[config.mk]
export PLATFORM = sky130hd
export DESIGN_NAME = spi_reg_bank
export DESIGN_NICKNAME = d
export VERILOG_FILES = /design/src/rtl/spi_reg_bank.sv
export SDC_FILE = /design/constraint.sdc
export NUM_CORES = 1
export LEC_CHECK = 0
export ABC_AREA = 1
export CELL_PAD_IN_SITES_DETAIL_PLACEMENT = 2
export CELL_PAD_IN_SITES_GLOBAL_PLACEMENT = 2
export CORE_AREA = 5 5 432 434
export DETAILED_ROUTE_END_ITERATION = 6
export DIE_AREA = 0 0 437 439
export PLACE_DENSITY_LB_ADDON = 0.1
export SYNTH_ARGS = -nofsm -noshare
export SYNTH_HDL_FRONTEND = slang
export SYNTH_SLANG_ARGS = --single-unit
[constraint.sdc]
create_clock -name clk -period 21.3 [get_ports clk]
set_input_delay 4.26 -clock clk [delete_from_list [all_inputs] [get_ports clk]]
set_output_delay 4.26 -clock clk [all_outputs]
set_load 0.05 [all_outputs]
[src/rtl/spi_reg_bank.sv]
// SPI-side register bank: channel reads/writes, write-protect, auto-increment bursts, strobes, errors.
// Define SPI_REG_SHADOW_EN to stage writes in a shadow array copied to read_reg on commit.
module spi_reg_bank #(
  parameter int DATA_WIDTH = 32,
  parameter int CHANNEL_NUMBER = 16,
  parameter logic [CHANNEL_NUMBER-1:0] WRITABLE_MASK = '1,
  parameter logic [CHANNEL_NUMBER*DATA_WIDTH-1:0] RESET_VALUE = '0,
  localparam int ADDR_WIDTH = $clog2(CHANNEL_NUMBER)
) (
  input  logic                                 clk,
  input  logic                                 rst,
  input  logic                                 cmd_flag,
  input  logic [ADDR_WIDTH:0]                  dcmd,
  input  logic                                 data_flag,
  input  logic [DATA_WIDTH-1:0]                din,
  output logic [DATA_WIDTH-1:0]                dout,
  input  logic [CHANNEL_NUMBER*DATA_WIDTH-1:0] write_reg,
  output logic [CHANNEL_NUMBER*DATA_WIDTH-1:0] read_reg,
  output logic [CHANNEL_NUMBER-1:0]            wr_stb,
  output logic [CHANNEL_NUMBER-1:0]            rd_stb,
  output logic                                 err
`ifdef SPI_REG_SHADOW_EN
  ,
  input  logic                                 commit
`endif
);

  localparam logic [0:0] ST_IDLE  = 1'b0;
  localparam logic [0:0] ST_ARMED = 1'b1;
  localparam logic [ADDR_WIDTH-1:0] LP_LAST = ADDR_WIDTH'(CHANNEL_NUMBER - 1);

  logic [0:0]                          r_state;
  logic [ADDR_WIDTH-1:0]               r_addr;
  logic                                r_inc;
  logic [DATA_WIDTH-1:0]               r_dout;
  logic [CHANNEL_NUMBER*DATA_WIDTH-1:0] r_readReg;
  logic [CHANNEL_NUMBER-1:0]           r_wrStb;
  logic [CHANNEL_NUMBER-1:0]           r_rdStb;
  logic                                r_err;

  logic                                w_armed;
  logic                                w_dataOk;
  logic                                w_err;
  logic [CHANNEL_NUMBER-1:0]           w_sel;
  logic [CHANNEL_NUMBER-1:0]           w_rdHot;
  logic [CHANNEL_NUMBER-1:0]           w_wrHot;
  logic [DATA_WIDTH-1:0]               w_doutNext;

  assign w_armed  = (r_state == ST_ARMED);
  assign w_dataOk = data_flag && !cmd_flag && w_armed;

  // One-hot channel decode; stays all-zero when the address points past the last channel.
  always_comb begin
    w_sel      = '0;
    w_doutNext = '0;
    for (int i = 0; i < CHANNEL_NUMBER; i++) begin
      if (r_addr == ADDR_WIDTH'(i)) begin
        w_sel[i] = 1'b1;
        if (w_armed) begin
          w_doutNext = write_reg[i*DATA_WIDTH +: DATA_WIDTH];
        end
      end
    end
  end

  assign w_rdHot = w_dataOk ? w_sel : '0;
  assign w_wrHot = w_rdHot & WRITABLE_MASK;
  assign w_err   = data_flag && (!w_dataOk || (w_wrHot == '0));

  always_ff @(posedge clk or posedge rst) begin
    if (rst) begin
      r_state <= ST_IDLE;
      r_addr  <= '0;
      r_inc   <= 1'b0;
      r_dout  <= '0;
      r_rdStb <= '0;
      r_err   <= 1'b0;
    end else begin
      r_dout  <= w_doutNext;
      r_rdStb <= w_rdHot;
      r_err   <= w_err;
      if (cmd_flag) begin
        r_addr  <= dcmd[ADDR_WIDTH-1:0];
        r_inc   <= dcmd[ADDR_WIDTH];
        r_state <= ST_ARMED;
      end else if (data_flag && w_armed && r_inc) begin
        r_addr <= (r_addr >= LP_LAST) ? '0 : r_addr + ADDR_WIDTH'(1);
      end
    end
  end

`ifdef SPI_REG_SHADOW_EN
  logic [CHANNEL_NUMBER*DATA_WIDTH-1:0] r_shadow;
  logic [CHANNEL_NUMBER*DATA_WIDTH-1:0] w_shadowNext;
  logic [CHANNEL_NUMBER-1:0]           r_pending;

  always_comb begin
    w_shadowNext = r_shadow;
    for (int i = 0; i < CHANNEL_NUMBER; i++) begin
      if (w_wrHot[i]) begin
        w_shadowNext[i*DATA_WIDTH +: DATA_WIDTH] = din;
      end
    end
  end

  // A word arriving with commit is folded into the same copy and the same strobe set.
  always_ff @(posedge clk or posedge rst) begin
    if (rst) begin
      r_shadow  <= RESET_VALUE;
      r_readReg <= RESET_VALUE;
      r_pending <= '0;
      r_wrStb   <= '0;
    end else begin
      r_shadow <= w_shadowNext;
      if (commit) begin
        r_readReg <= w_shadowNext;
        r_wrStb   <= r_pending | w_wrHot;
        r_pending <= '0;
      end else begin
        r_wrStb   <= '0;
        r_pending <= r_pending | w_wrHot;
      end
    end
  end
`else
  logic [CHANNEL_NUMBER*DATA_WIDTH-1:0] w_regNext;

  always_comb begin
    w_regNext = r_readReg;
    for (int i = 0; i < CHANNEL_NUMBER; i++) begin
      if (w_wrHot[i]) begin
        w_regNext[i*DATA_WIDTH +: DATA_WIDTH] = din;
      end
    end
  end

  always_ff @(posedge clk or posedge rst) begin
    if (rst) begin
      r_readReg <= RESET_VALUE;
      r_wrStb   <= '0;
    end else begin
      r_readReg <= w_regNext;
      r_wrStb   <= w_wrHot;
    end
  end
`endif

  assign dout     = r_dout;
  assign read_reg = r_readReg;
  assign wr_stb   = r_wrStb;
  assign rd_stb   = r_rdStb;
  assign err      = r_err;

endmodule
==> results of run 1 <==
==> power by group through the flow <==
stage	combinational (mW)	clock [mW]	sequential, mW
after floorplan	0.579	0	3.35
after global placement	3.80	0	1.78
after detailed placement	3.82	0	1.79
after CTS	3.83	1.39	1.79
after global routing	3.94	1.43	1.84
final	3.74	1.33	1.78
==> cell type report <==
cell class | count | area [um^2] | area share [%]
inverter | 363 | 1370 | 3.20
tap | 2385 | 2980 | 6.97
clock inverter | 16 | 235 | 0.549
timing repair buffer | 1176 | 11700 | 27.2
sequential | 567 | 14200 | 33.1
antenna | 16 | 40.0 | 0.0935
clock buffer | 115 | 2310 | 5.40
multi-input combinational | 2294 | 10000 | 23.4
==> cell families (layout without fill, tap and decap cells) <==
kind of cell | count (synthesis) | in the layout
AO/OA/AOI/OAI | 775 | 775
buffers and inverters | 635 | 1670
adder cells (fa/ha/maj) | 4 | 4
AND/OR/NAND/NOR | 1515 | 1515
flip-flops | 567 | 567
other | 0 | 16
==> through the flow <==
step                util (%)  total power, mW
finish                  23.5             6.86
global route            23.5             7.21
CTS                     23.5             7.01
detailed placement      22.1             5.61
global placement        22.1             5.58
floorplan                  -             3.93
==> synthesized netlist by cell type <==
library cell     n  area (um^2)
dfrtp_1        567        14200
nand4_1         97          607
clkbuf_1       209          785
nor3_1           3         15.0
nand3_1         37          185
o21ai_1          1         5.00
a31oi_1          1         6.26
inv_2           35          131
o21ai_0        515         2580
nor3_2           1         10.0
nor4_1           3         18.8
buf_1            8         30.0
ha_1             4         50.1
buf_2           37          185
a21oi_1        256         1280
or2_2            1         6.26
nand2_1       1203         4520
nor2_1         160          601
nor2_4           4         45.0
nor2_2           5         31.3
nand3_2          1         10.0
buf_4           18          135
inv_1          326         1220
clkinv_1         1         3.75
inv_4            1         6.26
o221ai_1         2         17.5
==> cell usage in the layout (no fill, tap or decap), types with 8 or more instances in the layout <==
| cell | synthesis | final |
|---|---|---|
| diode_2 | 0 | 16 |
| clkbuf_16 | 0 | 79 |
| nand3_1 | 37 | 37 |
| clkbuf_1 | 209 | 16 |
| clkinv_2 | 0 | 8 |
| clkbuf_8 | 0 | 20 |
| dfrtp_1 | 567 | 566 |
| nand2_1 | 1203 | 1200 |
| inv_1 | 326 | 322 |
| buf_4 | 18 | 47 |
| a21oi_1 | 256 | 256 |
| clkdlybuf4s50_1 | 0 | 1129 |
| nand4_1 | 97 | 97 |
| nor2_1 | 160 | 157 |
| nor2_4 | 4 | 11 |
| inv_2 | 35 | 38 |
| o21ai_0 | 515 | 515 |
==> routing by layer <==
layer	track usage (%)	vias up	routed length, um
met5	0	-	105
met2	37.9	821	106000
met3	6.63	248	14200
met4	4.09	18	4200
met1	21.1	14100	73000
li1	-	13000	-
==> worst max-delay path, stage by stage <==
cell             delay [ns]
clkdlybuf4s50_1        0.49
inv_8                  0.50
buf_4                  0.56
buf_4                  0.58
buf_4                  0.79
==> worst paths after layout <==
path                            endpoint  slack [ns]  cells past startpoint
min reg2reg                read_reg[141]        0.48                      2
max reg2reg                      dout[0]       17.51                     19
min in group asynchronous  read_reg[410]        4.11                      2
max in group clk           read_reg[149]       14.98                      8
min                        read_reg[141]        0.48                      2
max                        read_reg[140]       14.45                      5
==> summary.txt, run 1 <==
Critical path
  • WP data arrival: approximately 7.5 ns
  • CP Launch Type: input pin
  • Crit path launch: rst
  • Required time of the worst setup path: ~22 ns
  • Worst reg2reg path startpoint: r_addr[1]
  • CP Max Fanout: 93
  • Setup crit end kind: async pin
  • WS Path Type: in -> async

Synth
  • Synth warn: 0
  • Seq/Total Area, Yosys: a little over half
  • Post-Syn Instances: 3496
  • Mux cell area share after synthesis: 0%
  • Number of synthesized register bits: 567
  • Compound-Gate Fraction of Synth Area: 14.6%
  • Synth Area in Simple Gates: between 20% and 30%
  • Unique cell type count in the Yosys netlist: 26
  • Main combinational cell family by area after synthesis: simple AND/OR/NAND/NOR gates
  • Post-Syn Nets: 4053
  • Post-synthesis cell area: 26700 um^2
  • Syn avg cell area: 7.63 um^2
  • Synth Area in Adders: 0.188%
  • Post-synthesis xor/xnor area fraction: 0%

STA
  • F_max: 146 MHz
  • Setup Skew: 0.0473 ns
  • Minimum clock period: just under 7 ns
  • Final setup TNS: 0 ns
  • Final hold violations: 0
  • Worst setup margin: approximately 14 ns
  • RSZ-0062 raised after global routing: false
  • Slew Viols, Final: 0
  • Worst-Margin Slew: 1.13 ns
  • Setup-failing EPs final: 0
  • WHS: 0.481 ns
  • Final worst-path cycle share: 32.2%
  • Worst rel slew slack: about a quarter

Floorplanning
  • Die Footprint: 192000 um^2
  • Initial core utilization: 14.6%
  • Row cnt: 157
  • Chip width: 437 um
  • Die Span Y: 439 um
  • Core area: 182000 um^2
  • Number of I/O pins: 1130

Placed design
  • Placed cell area: 40200 um^2
  • # placed instances: 6785
  • Pre-CTS WS: 13.53 ns
  • Port bufs: roughly 1100
  • Routability cong.: 0.885
  • Final HPWL DP: 154000 um

Detailed routing
  • Avg WL per Cell: 28.5 um
  • Initial DRC count: 1183
  • Detailed Routing Iterations Pass 1: 5
  • Residual DRC: 0
  • Post-DRT Antenna Nets: 0
  • Routed WL: 198000 um
  • Vias/cell: 4.06
  • Via count: approximately 28000

GRT
  • Number of global-route vias before repair: a little under 30000
  • Initial antenna violation count: 87
  • Total gr overflow: 0
  • First-pass GRT wire length: ~270000 um
  • Largest net degree at the start of global routing: 94
  • Total GRT Usage: ~20%

Final layout
  • Fillers: 20900
  • Post-route insts no fill: 6932
  • Final nets: between 5000 and 6000
  • Max FFs per register: 512
  • Layout area overhead: 60.6%
  • Layout cells sized above 1: 4.88%
  • Finished Cell Area: 42800 um^2

Power
  • P_sw: roughly 3.5 mW
  • Combinational power share: between 50% and 60%
  • Sw Share: between 50% and 60%
  • Internal power: 3.40 mW
  • Clock share of power: 19.4%
  • P_leak: 19.8 nW
  • Pwr per Cell Area: 160 nW/um^2
  • Worst IR Drop VDD: 74.9 uV
  • Reg power frac: approximately a quarter

CTS
  • Reg clk slew, reported paths: 0.06 ns
  • Clk sinks: 567
  • Clk buf depth: 3
  • Worst skew pair latency: roughly 0.67 ns
  • CTS tree: done
  • CTS resizes: 0
  • Number of setup buffers added after CTS: 0
  • Root Buffer: clkbuf_16
  • # H-tree levels: 3
  • Total CTS buffers: 77
  • CTS Hold Buffers Added: 0

Hold path
  • Hold path start: read_reg[141]
  • Min-delay worst type: reg -> reg

Outcome
  • Status: complete, no violations

Run
  • Max-Cap Viols: 0
(Power assumes the default switching activity.)
==> run 2: changes to the inputs <==
Clock period 21.3 ns to 5.9 ns, I/O delays scaled along.
==> run 2 against run 1 <==
Die area unchanged. Worst setup slack worse by 12 ns. Clock skew decreased by 0.025 ns. Final cell count grew 0.10%. Sequential power grew to 3.6 times the previous value. Global-route usage barely moved. Clock power rose to 3.4 times the previous value. Via count increased by 0.63%. Total power rose to 3.6 times the previous value. First-iteration DRC count grew 5.4%. Critical path type is now reg -> reg. Largest cell class unchanged.
==> summary.txt, run 2 (same netlist as run 1, synthesis figures left out) <==
Placed design
  • Port bufs: 1129 (unchanged)
  • Routability cong.: 0.901 (+1.8%)
  • Pre-CTS WS: 1.94 ns (-11.59 ns)
  • Final HPWL DP: 156000 um (+1.2%)

Floorplanning
  • Initial core utilization: 14.6% (unchanged)
  • Number of I/O pins: 1130 (unchanged)
  • Row cnt: 157 (unchanged)
  • Die Span Y: 439 um (unchanged)
  • Chip width: 437 um (unchanged)
  • Core area: 182000 um^2 (unchanged)
  • Die Footprint: 192000 um^2 (unchanged)

Hold path
  • Min-delay worst type: reg -> reg

CTS
  • Root Buffer: clkbuf_16
  • Reg clk slew, reported paths: 0.06 ns (about the same)
  • Worst skew pair latency: 0.66 ns (about the same)
  • Clk sinks: 567 (unchanged)
  • CTS tree: done
  • Clk buf depth: 3 (unchanged)
  • CTS resizes: 0 (unchanged)
  • Number of setup buffers added after CTS: 0 (unchanged)
  • Total CTS buffers: 77 (unchanged)
  • CTS Hold Buffers Added: 0 (unchanged)
  • # H-tree levels: 3 (unchanged)

Critical path
  • Setup crit end kind: register
  • WS Path Type: reg -> reg
  • CP Launch Type: register
  • CP Cell Sequence: nor2_4 > nand3_1 > buf_4 > inv_2 > nand2_1 > nand2_1 > inv_1 > nand2_1 > nand2_1 > nand2_1 > nand2_1 > nand2_1 > nand2_1 > nand2_1 > nand2_1 > nand2_1 > nand2_1 > nand2_1 > nand2_1 > nand2_1
  • CP max stage delay: 0.58 ns (-0.21 ns)
  • Required time of the worst setup path: 6.46 ns (-15.48 ns)
  • WP data arrival: 4.08 ns (-3.41 ns)
  • Crit path buffers/inverters: 3 (-2)
  • CP Max Fanout: 33 (-65%)
  • Cell family with most CP delay: simple AND/OR/NAND/NOR gates
  • Most frequent CP cell: nand2_1
  • Critical path's slowest cell: inv_2

Detailed routing
  • Routed WL: 198000 um (+0.34%)
  • Post-DRT Antenna Nets: 0 (unchanged)
  • Metal2 WL: 106000 um (-0.40%)
  • Detailed Routing Iterations Pass 1: 7 (+2)
  • Avg WL per Cell: 28.6 um (+0.24%)
  • Met1 Wirelength: 72900 um (-0.24%)
  • Met3 Routed Length: 15100 um (+6.3%)
  • Via count: 28300 (+0.63%)
  • Residual DRC: 0 (unchanged)
  • Top Metal Used: met5
  • Vias/cell: 4.08 (+0.53%)
  • Initial DRC count: 1247 (+5.4%)

GRT
  • Total GRT Usage: 19.9% (+0.024 points)
  • Total gr overflow: 0 (unchanged)
  • First-pass GRT wire length: 265000 um (about the same)
  • Number of global-route vias before repair: 29600 (-0.36%)
  • Largest net degree at the start of global routing: 111 (+18%)
  • Initial antenna violation count: 80 (-8.0%)

Final layout
  • Layout area overhead: 60.3%
  • Fillers: 20900 (-0.072%)
  • Most frequent cells in the layout: nand2_1, clkdlybuf4s50_1, dfrtp_1
  • Final nets: 5040 (+0.079%)
  • Footprint of the multi-input gates: 10000 um^2 (unchanged)
  • Final Core Density: 23.4% (-0.046 points)
  • Storage cell area: 14200 um^2 (unchanged)
  • Max FFs per register: 512 (unchanged)
  • Most common cell after layout, fill and taps aside: nand2_1
  • Layout cells sized above 1: 4.79% (-0.091 points)

STA
  • F_max: 284 MHz
  • Setup-failing EPs final: 0 (unchanged)
  • RSZ-0062 raised after global routing: false
  • Worst-Margin Slew: 1.10 ns (-0.0305 ns)
  • Setup Skew: 0.0226 ns (-0.0248 ns)
  • Worst rel slew slack: 26.8% (+2.0 points)
  • Final hold violations: 0 (unchanged)
  • Final worst-path cycle share: 59.7%
  • Slew Viols, Final: 0 (unchanged)
  • Minimum clock period: approximately 3.5 ns
  • Worst setup margin: 2.38 ns (-12.07 ns)

Power
  • Worst IR Drop VDD: 287 uV (+280%)
  • Pwr per Cell Area: 574 nW/um^2 (+260%)
  • P_leak: 19.7 nW (-0.30%)
  • Total power: 24.5 mW (+260%)

Outcome
  • Status: complete, no violations

Run
  • Max-Cap Viols: 0 (unchanged)
[run 2: changes by cell type in the layout (fill, tap and decap cells not counted), sizes merged]
cell,change
bufinv,-2
clkbuf,-4
clkinv,+3
clkinvlp,+2
diode,+4
buf,+4
[run 2: final timing paths]
path | start | endpoint | slack, ns | depth (start not counted)
hold / removal | read_reg[332] | read_reg[332] | 0.48 | 2
setup / recovery | r_addr[3] | dout[26] | 2.38 | 20
max in group asynchronous | rst | read_reg[50] | 3.46 | 3
hold reg to reg | read_reg[332] | read_reg[332] | 0.48 | 2
min in group asynchronous | rst | read_reg[316] | 1.03 | 2
setup reg to reg | r_addr[3] | dout[26] | 2.38 | 20
[run 2: per-layer routing]
layer	track usage [%]	up-vias
met4	4.05	10
met1	21.0	14200
li1	-	13000
met5	0	-
met3	6.83	244
met2	37.9	858
[run 2: final cells by class]
| cell class | count | share of cell area [%] |
|---|---|---|
| sequential | 567 | 33.2 |
| timing repair buffer | 1180 | 27.5 |
| multi-input combinational | 2294 | 23.5 |
| tap | 2385 | 6.98 |
| clock buffer | 111 | 5.06 |
| inverter | 363 | 3.20 |
| clock inverter | 19 | 0.498 |
| antenna | 20 | 0.117 |
[run 2: per-stage QoR]
stage,std cells,hold WS [ns],cell area [um^2],TNS (ns)
4_1_cts,6919,0.487,42700,0
5_1_grt,6924,0.497,42700,0
2_1_floorplan,3496,0.491,26700,-1701.93
3_5_place_dp,6789,0.473,40300,0
6_report,6939,0.483,42700,0
3_3_place_gp,6789,0.465,40300,0
[run 2: worst min-delay path, delay by kind of cell (launching register included)]
family | cells | cell delay, ns
AND/OR/NAND/NOR | 1 | 0.05
flip-flops | 1 | 0.34
AO/OA/AOI/OAI | 1 | 0.06
[run 2: power breakdown]
group	switching, mW	total [mW]	leakage [nW]	internal, mW
clock network	1.96	4.56	1.16	2.60
logic	9.63	13.6	11.3	3.92
registers	0.899	6.41	7.26	5.51
total	12.5	24.5	19.7	12.0
